==> src/rtl/dmem_arbiter.sv <==
// dmem_arbiter
//   Shares one data memory between the CPU load/store port (m0) and a
//   secondary master (m1: loader / DMA / debug). m0 has fixed priority.
//   A saturating wait counter lets m1 win once it has been denied
//   MAX_WAIT cycles in a row.
//
// Ports
//   clk, reset_b       clock, async active-low reset
//   m0_* / m1_*        request: req, we, addr, sz, wdata
//                      response: gnt, rvalid, rdata (m0 also has stall)
//   mem_*              dmem side: addr, rd_en, wr_en, sz, din, dout
//
// Grants are combinational in the request cycle. Read data is captured
// at the grant posedge and presented with a one-cycle rvalid pulse.
module dmem_arbiter #(
    parameter int DMEM_ADDR_WIDTH = 10,
    parameter int MAX_WAIT        = 4
) (
    input  logic                       clk,
    input  logic                       reset_b,
    input  logic                       m0_req,
    input  logic                       m0_we,
    input  logic [DMEM_ADDR_WIDTH-1:0] m0_addr,
    input  logic [1:0]                 m0_sz,
    input  logic [31:0]                m0_wdata,
    output logic                       m0_gnt,
    output logic                       m0_stall,
    output logic                       m0_rvalid,
    output logic [31:0]                m0_rdata,
    input  logic                       m1_req,
    input  logic                       m1_we,
    input  logic [DMEM_ADDR_WIDTH-1:0] m1_addr,
    input  logic [1:0]                 m1_sz,
    input  logic [31:0]                m1_wdata,
    output logic                       m1_gnt,
    output logic                       m1_rvalid,
    output logic [31:0]                m1_rdata,
    output logic [DMEM_ADDR_WIDTH-1:0] mem_addr,
    output logic                       mem_rd_en,
    output logic                       mem_wr_en,
    output logic [1:0]                 mem_sz,
    output logic [31:0]                mem_din,
    input  logic [31:0]                mem_dout
);

    localparam int            CW       = $clog2(MAX_WAIT + 1);
    localparam logic [CW-1:0] WAIT_MAX = CW'(MAX_WAIT);

    logic [CW-1:0] wait_cnt_q, wait_cnt_d;
    logic [1:0]    rd_pend_q, rd_pend_d;     // [0] = m0, [1] = m1
    logic [31:0]   m0_rdata_q, m0_rdata_d;
    logic [31:0]   m1_rdata_q, m1_rdata_d;
    logic          force1;

    always_comb begin
        // m1 overrides m0 only after MAX_WAIT consecutive denials.
        // Grants are gated by reset_b so nothing reaches dmem during reset.
        force1 = m1_req && (wait_cnt_q == WAIT_MAX);
        m1_gnt = reset_b && m1_req && (!m0_req || force1);
        m0_gnt = reset_b && m0_req && !m1_gnt;
        m0_stall = m0_req && !m0_gnt;

        // With no grant the m0 fields still drive the bus; enables are 0.
        if (m1_gnt) begin
            mem_addr = m1_addr;
            mem_sz   = m1_sz;
            mem_din  = m1_wdata;
        end else begin
            mem_addr = m0_addr;
            mem_sz   = m0_sz;
            mem_din  = m0_wdata;
        end
        mem_rd_en = (m0_gnt && !m0_we) || (m1_gnt && !m1_we);
        mem_wr_en = (m0_gnt &&  m0_we) || (m1_gnt &&  m1_we);

        // Counter tracks consecutive m1 denials; a grant or a withdrawn
        // request restarts it.
        wait_cnt_d = wait_cnt_q;
        if (!m1_req || m1_gnt)
            wait_cnt_d = '0;
        else if (wait_cnt_q != WAIT_MAX)
            wait_cnt_d = wait_cnt_q + CW'(1);

        rd_pend_d  = {m1_gnt && !m1_we, m0_gnt && !m0_we};
        m0_rdata_d = rd_pend_d[0] ? mem_dout : m0_rdata_q;
        m1_rdata_d = rd_pend_d[1] ? mem_dout : m1_rdata_q;
    end

    always_ff @(posedge clk or negedge reset_b) begin
        if (!reset_b) begin
            wait_cnt_q <= '0;
            rd_pend_q  <= '0;
            m0_rdata_q <= '0;
            m1_rdata_q <= '0;
        end else begin
            wait_cnt_q <= wait_cnt_d;
            rd_pend_q  <= rd_pend_d;
            m0_rdata_q <= m0_rdata_d;
            m1_rdata_q <= m1_rdata_d;
        end
    end

    assign m0_rvalid = rd_pend_q[0];
    assign m1_rvalid = rd_pend_q[1];
    assign m0_rdata  = m0_rdata_q;
    assign m1_rdata  = m1_rdata_q;

endmodule

==> config.mk <==
export PLATFORM = sky130hd
export DESIGN_NAME = dmem_arbiter
export DESIGN_NICKNAME = d
export VERILOG_FILES = /design/src/rtl/dmem_arbiter.sv
export SDC_FILE = /design/constraint.sdc
export NUM_CORES = 1
export LEC_CHECK = 0
export ABC_AREA = 0
export BUFFER_PORTS_ARGS = -buffer_cell sky130_fd_sc_hd__buf_2
export CAP_MARGIN = 10
export CORE_ASPECT_RATIO = 1.1
export CORE_MARGIN = 2
export CORE_UTILIZATION = 36
export CTS_BUF_LIST = sky130_fd_sc_hd__clkbuf_8 sky130_fd_sc_hd__clkbuf_16
export DETAILED_ROUTE_END_ITERATION = 10
export HOLD_SLACK_MARGIN = 0.06
export PLACE_DENSITY = 0.88
export SLEW_MARGIN = 20
export SYNTH_ARGS = -nofsm -noshare
export SYNTH_HDL_FRONTEND = slang
export SYNTH_SLANG_ARGS = --single-unit
export TNS_END_PERCENT = 1
==> constraint.sdc <==
create_clock -name clk -period 1.8 [get_ports clk]
set_input_delay 0 -clock clk [delete_from_list [all_inputs] [get_ports clk]]
set_output_delay 0 -clock clk [all_outputs]
set_load 0.01 [all_outputs]
* Yosys cells after proc, flatten, opt, wreduce, memory -nomap -nowiden *
Cells that the tools add are included.
Widths: inputs -> output; s select.

word-level totals
  bits in registers = 69
  bits of input ports = 126
  output and inout bits = 115
  word-level logic and storage cells = 33

cells by class
  $add $sub $neg = 1
  equality and inequality tests = 2
  multiplexer cells = 5
  reductions and logical operators = 21

operators by type and width
  kind                 count
  $mux 32              1
  $logic_and 1x1->1    10
  $mux 10              1
  $logic_not 1->1      6
  $mux 3               2
  $logic_or 1x1->1     4
  $add 3x1->3 const B  1
  $eq 3x3->1 const B   1
  $ne 3x3->1 const B   1
  $mux 2               1
  $reduce_bool 2->1    1

* Longest topological paths before layout *
  depth after elaboration = 8
  mapped depth = 7
  depth with buffers taken out = 6

* Worst setup path after synthesis *
OpenSTA, ideal clock, no wires.

  kind = reg-to-reg
  start = register wait_cnt_q[0]
  end = register m1_rdata_q[10] (netlist: m1_rdata[10])
  library setup time = 0.125 ns
  arrival = 1.730 ns
  setup slack = -0.055 ns
  stages on the path, launching flop included = 7
  clock period less this slack = 1.855 ns
  cells stage by stage = dfrtp_1 inv_1 ha_1 nand2_2 a211oi_4 buf_6 mux2_2

between the ends
  word-level cells in the longest chain between the ends = 5

ends and longest elaborated chain
  what                    line  RTL
  from (decl)             49    logic [CW-1:0] wait_cnt_q, wait_cnt_d;
  from (signal assigned)  96    wait_cnt_q <= wait_cnt_d;
  $eq 3x3->1              58    force1 = m1_req && (wait_cnt_q == WAIT_MAX);
  $logic_and 1x1->1       58
  $logic_or 1x1->1        59    m1_gnt = reset_b && m1_req && (!m0_req || force1);
  $logic_and 1x1->1       59
  $logic_and 1x1->1       84    rd_pend_d = {m1_gnt && !m1_we, m0_gnt && !m0_we};
  to (signal assigned)    99    m1_rdata_q <= m1_rdata_d;
  to (decl)               52    logic [31:0] m1_rdata_q, m1_rdata_d;

No other way between the ends.
A chain may end at the register's enable or synchronous reset.

* Worst setup path in the final report *
  start = register wait_cnt_q[0]
  end = output port mem_din[10]

between the ends
  word-level cells in the longest chain between the ends = 5

ends and longest elaborated chain
  what               line  RTL
  $eq 3x3->1         58
  $logic_and 1x1->1  58
  $logic_or 1x1->1   59
  $logic_and 1x1->1  59
  $mux 32            64    if (m1_gnt) begin
  to (decl)          42    output logic [31:0] mem_din,

No other way between the ends.

==> flow_summary.json <==
{
  "outcome": "finished, violations left",
  "violations": "hold timing, setup timing",
  "netlist.area_leader.share": 0.537,
  "min_period_over_period": 1.06,
  "cp.required_ps": 1800,
  "path_cells": "inv_2, ha_4, nand2_4, a21o_4, buf_12, mux2_2, buf_2",
  "port_buffers": 240,
  "clk_pin_slew_ps": 70,
  "hold_class": "input port to asynchronous set/reset pin",
  "clock_skew_ps": 8.52,
  "yosys-top-cells-count": "105 x mux2_2, 69 x dfrtp_1, 6 x buf_6",
  "grt_start_max_net_pins": 68,
  "clock_latency_ps": 330,
  "cts.sinks": 69,
  "h-tree-depth": 3,
  "wire_per_inst_um": 16.2,
  "drt_iter0_drc": 49,
  "postPlaceCellArea_mm2": 0.00456,
  "syn_area_mm2": 0.00322,
  "async_reset_ff_frac": 1.00,
  "slowest_delay_ps": 400,
  "synth_edf_count": 0,
  "syn_avg_cell_area_um2": 15.3,
  "cts_made_buffers": 9,
  "final-max-slew-violation-count": 0,
  "whs_ps": -88.9,
  "rsz0062_at_grt": "true",
  "netlist_instances": 210,
  "p_sw_mw": 1.37,
  "postRouteAntennaNets": 0,
  "vias_per_cell": 4.65,
  "synth_top_cell_by_area": "dfrtp_1",
  "grt_pass1_vias": 3042,
  "p_int_mw": 3.61,
  "hold_violations": 66,
  "grt_usage": 0.201,
  "final_area_mm2": 0.00549,
  "wirelength_mm": 9.97,
  "yosysWarnings": 0,
  "initial_core_util": 0.366,
  "ys_types": 22,
  "place.detailed.hpwl_mm": 7.12,
  "dieArea_mm2": 0.00971,
  "seq_area_frac_synth": 0.537,
  "grt_pass1_wl_mm": 14.7,
  "clock_path_buffers": 2,
  "power_density_mw_per_mm2": 906,
  "clock.fmax_mhz": 525,
  "vdd_drop_max_v": 0.000554,
  "layout-drive-gt1-share": 0.759,
  "cp.arrival_ps": 1900,
  "worstPathMaxFanout": 18,
  "fp.dieH_um": 103,
  "cap_violations": 0,
  "clkPwrFrac": 0.298,
  "p_seq_frac": 0.407,
  "dr_total_vias": 2871,
  "p_leak_nw": 2.74,
  "die_w_um": 94.1,
  "nets": 626,
  "setup_slack_ps": -104,
  "clock-root-buffer": "clkbuf_8",
  "critPathLaunchType": "register",
  "io_pins": 241,
  "synthFlopType": "dfrtp_1",
  "path_class": "register to output pin",
  "gp_congestion": 0.802,
  "fin_util": 0.625,
  "grt.overflow.total": 0,
  "slew_headroom": 0.464,
  "critPathSlowestCell": "dfrtp_1",
  "sw_frac_of_total": 0.276,
  "route.detailed.drc": 0,
  "worst_slew_pin_slew_ps": 804,
  "core-area_mm2": 0.00878,
  "rows": 36,
  "ys_ff_latch": 69,
  "dr.pass1.iters": 6,
  "antenna_found_initial": 1,
  "post-synth-top-count-cell": "mux2_2",
  "worst_setup_path_end_kind": "output pin",
  "syn2layout_area_growth_pct": 70.7,
  "finalCriticalPeriod_ps": 1900,
  "syn-num-nets": 338,
  "synth_top_cells_by_area": "dfrtp_1 54%, mux2_2 37%, buf_6 2.1%",
  "setup_viol": 45,
  "cts_tree": "built",
  "power_frac_comb": 0.296
}
## layout by cell type (no fill, tap or decap), types with 2 or more instances in the layout
master         netlist  routed
clkbuf_8             0       9
buf_6                6      38
inv_2                0       2
clkinv_4             0       2
buf_4                0       6
buf_2                4     203
mux2_1               4       4
bufinv_16            0       3
nand2_1              2       2
mux2_2             105     104
dfrtp_1             69      69
dlygate4sd3_1        0      36
and3_1               2       2
buf_12               0       3
## final timing paths
path	startpoint	endpoint	slack (ps)	depth (start not counted)
min in group clk	m0_req	rd_pend_q[1]	150	3
max reg2reg	wait_cnt_q[0]	m0_rdata[13]	50	6
min reg2reg	m1_rdata[9]	m1_rdata[9]	490	1
max in group asynchronous	reset_b	m1_rdata[0]	1350	2
min	reset_b	m0_rdata[30]	-90	2
max	wait_cnt_q[0]	mem_din[10]	-100	7
## cell families after synthesis
family / share of synthesized area
AOI/OAI and AO/OA: 0.0241
xor gates and xnor gates: 0.00272
adders and majority gates: 0.00778
buffers and inverters: 0.0319
DFF: 0.537
muxes: 0.382
and+or+nand+nor: 0.0152
## final cells by class
type                            count  area, um^2
Multi-Input combinational cell    127        1420
Tap cell                          114         143
Antenna cell                        1        2.50
Sequential cell                    69        1730
Inverter                            3        11.3
Clock buffer                        9         124
Fill cell                         694        3290
Timing Repair Buffer              288        1950
Clock inverter                      6         113
## registers in the layout, summed over array words and instances, names as in the netlist
| name | flops |
|---|---|
| rd_pend_q | 2 |
| m0_rdata | 32 |
| m1_rdata | 32 |
| wait_cnt_q | 3 |
## through the flow
stage | power [mW] | hold WS (ps) | worst slack (ps) | cells | TNS [ps]
6_report | 4.98 | -88.9 | -104 | 617 | -3190
5_1_grt | 5.26 | -2.61 | -203 | 616 | -8060
4_1_cts | 5.01 | -535 | -123 | 615 | -3700
3_5_place_dp | 3.34 | -166 | -17.8 | 560 | -31.4
3_3_place_gp | 3.27 | -170 | 52.5 | 560 | 0
2_1_floorplan | 2.67 | -296 | 2.49 | 210 | 0
## worst max-delay path, delay by kind of cell, from the launching register on
| family | cells | cell delay (ps) |
|---|---|---|
| AOI/OAI and AO/OA | 1 | 260 |
| adders and majority gates | 1 | 150 |
| buffers and inverters | 3 | 410 |
| DFF | 1 | 400 |
| muxes | 1 | 290 |
| and+or+nand+nor | 1 | 70 |
## routing by layer
layer | part of all wire | up-vias | global-route usage
met5 | 0 | - | 0
met4 | 0.022 | 0 | 0.0858
met3 | 0.063 | 16 | 0.0614
met2 | 0.54 | 144 | 0.365
met1 | 0.37 | 1376 | 0.216
li1 | - | 1335 | -
## repair_timing
action                                 in CTS  in global routing
cloned                                      1                  0
setup endpoints to repair                  61                 59
pin swaps                                   3                  0
endpoints found under the hold margin     138                  3
resized for setup                          44                  5
hold buffers                               35                  1
buffers inserted                            4                  0
## power groups by stage
stage / registers, mW / logic, mW / clock network, mW
3_3_place_gp: 2.03 / 1.24 / 0
6_report: 2.02 / 1.47 / 1.48
4_1_cts: 2.02 / 1.47 / 1.53
5_1_grt: 2.06 / 1.58 / 1.61
3_5_place_dp: 2.05 / 1.29 / 0
2_1_floorplan: 2.19 / 0.477 / 0
Power figures use the tool's default switching activity.
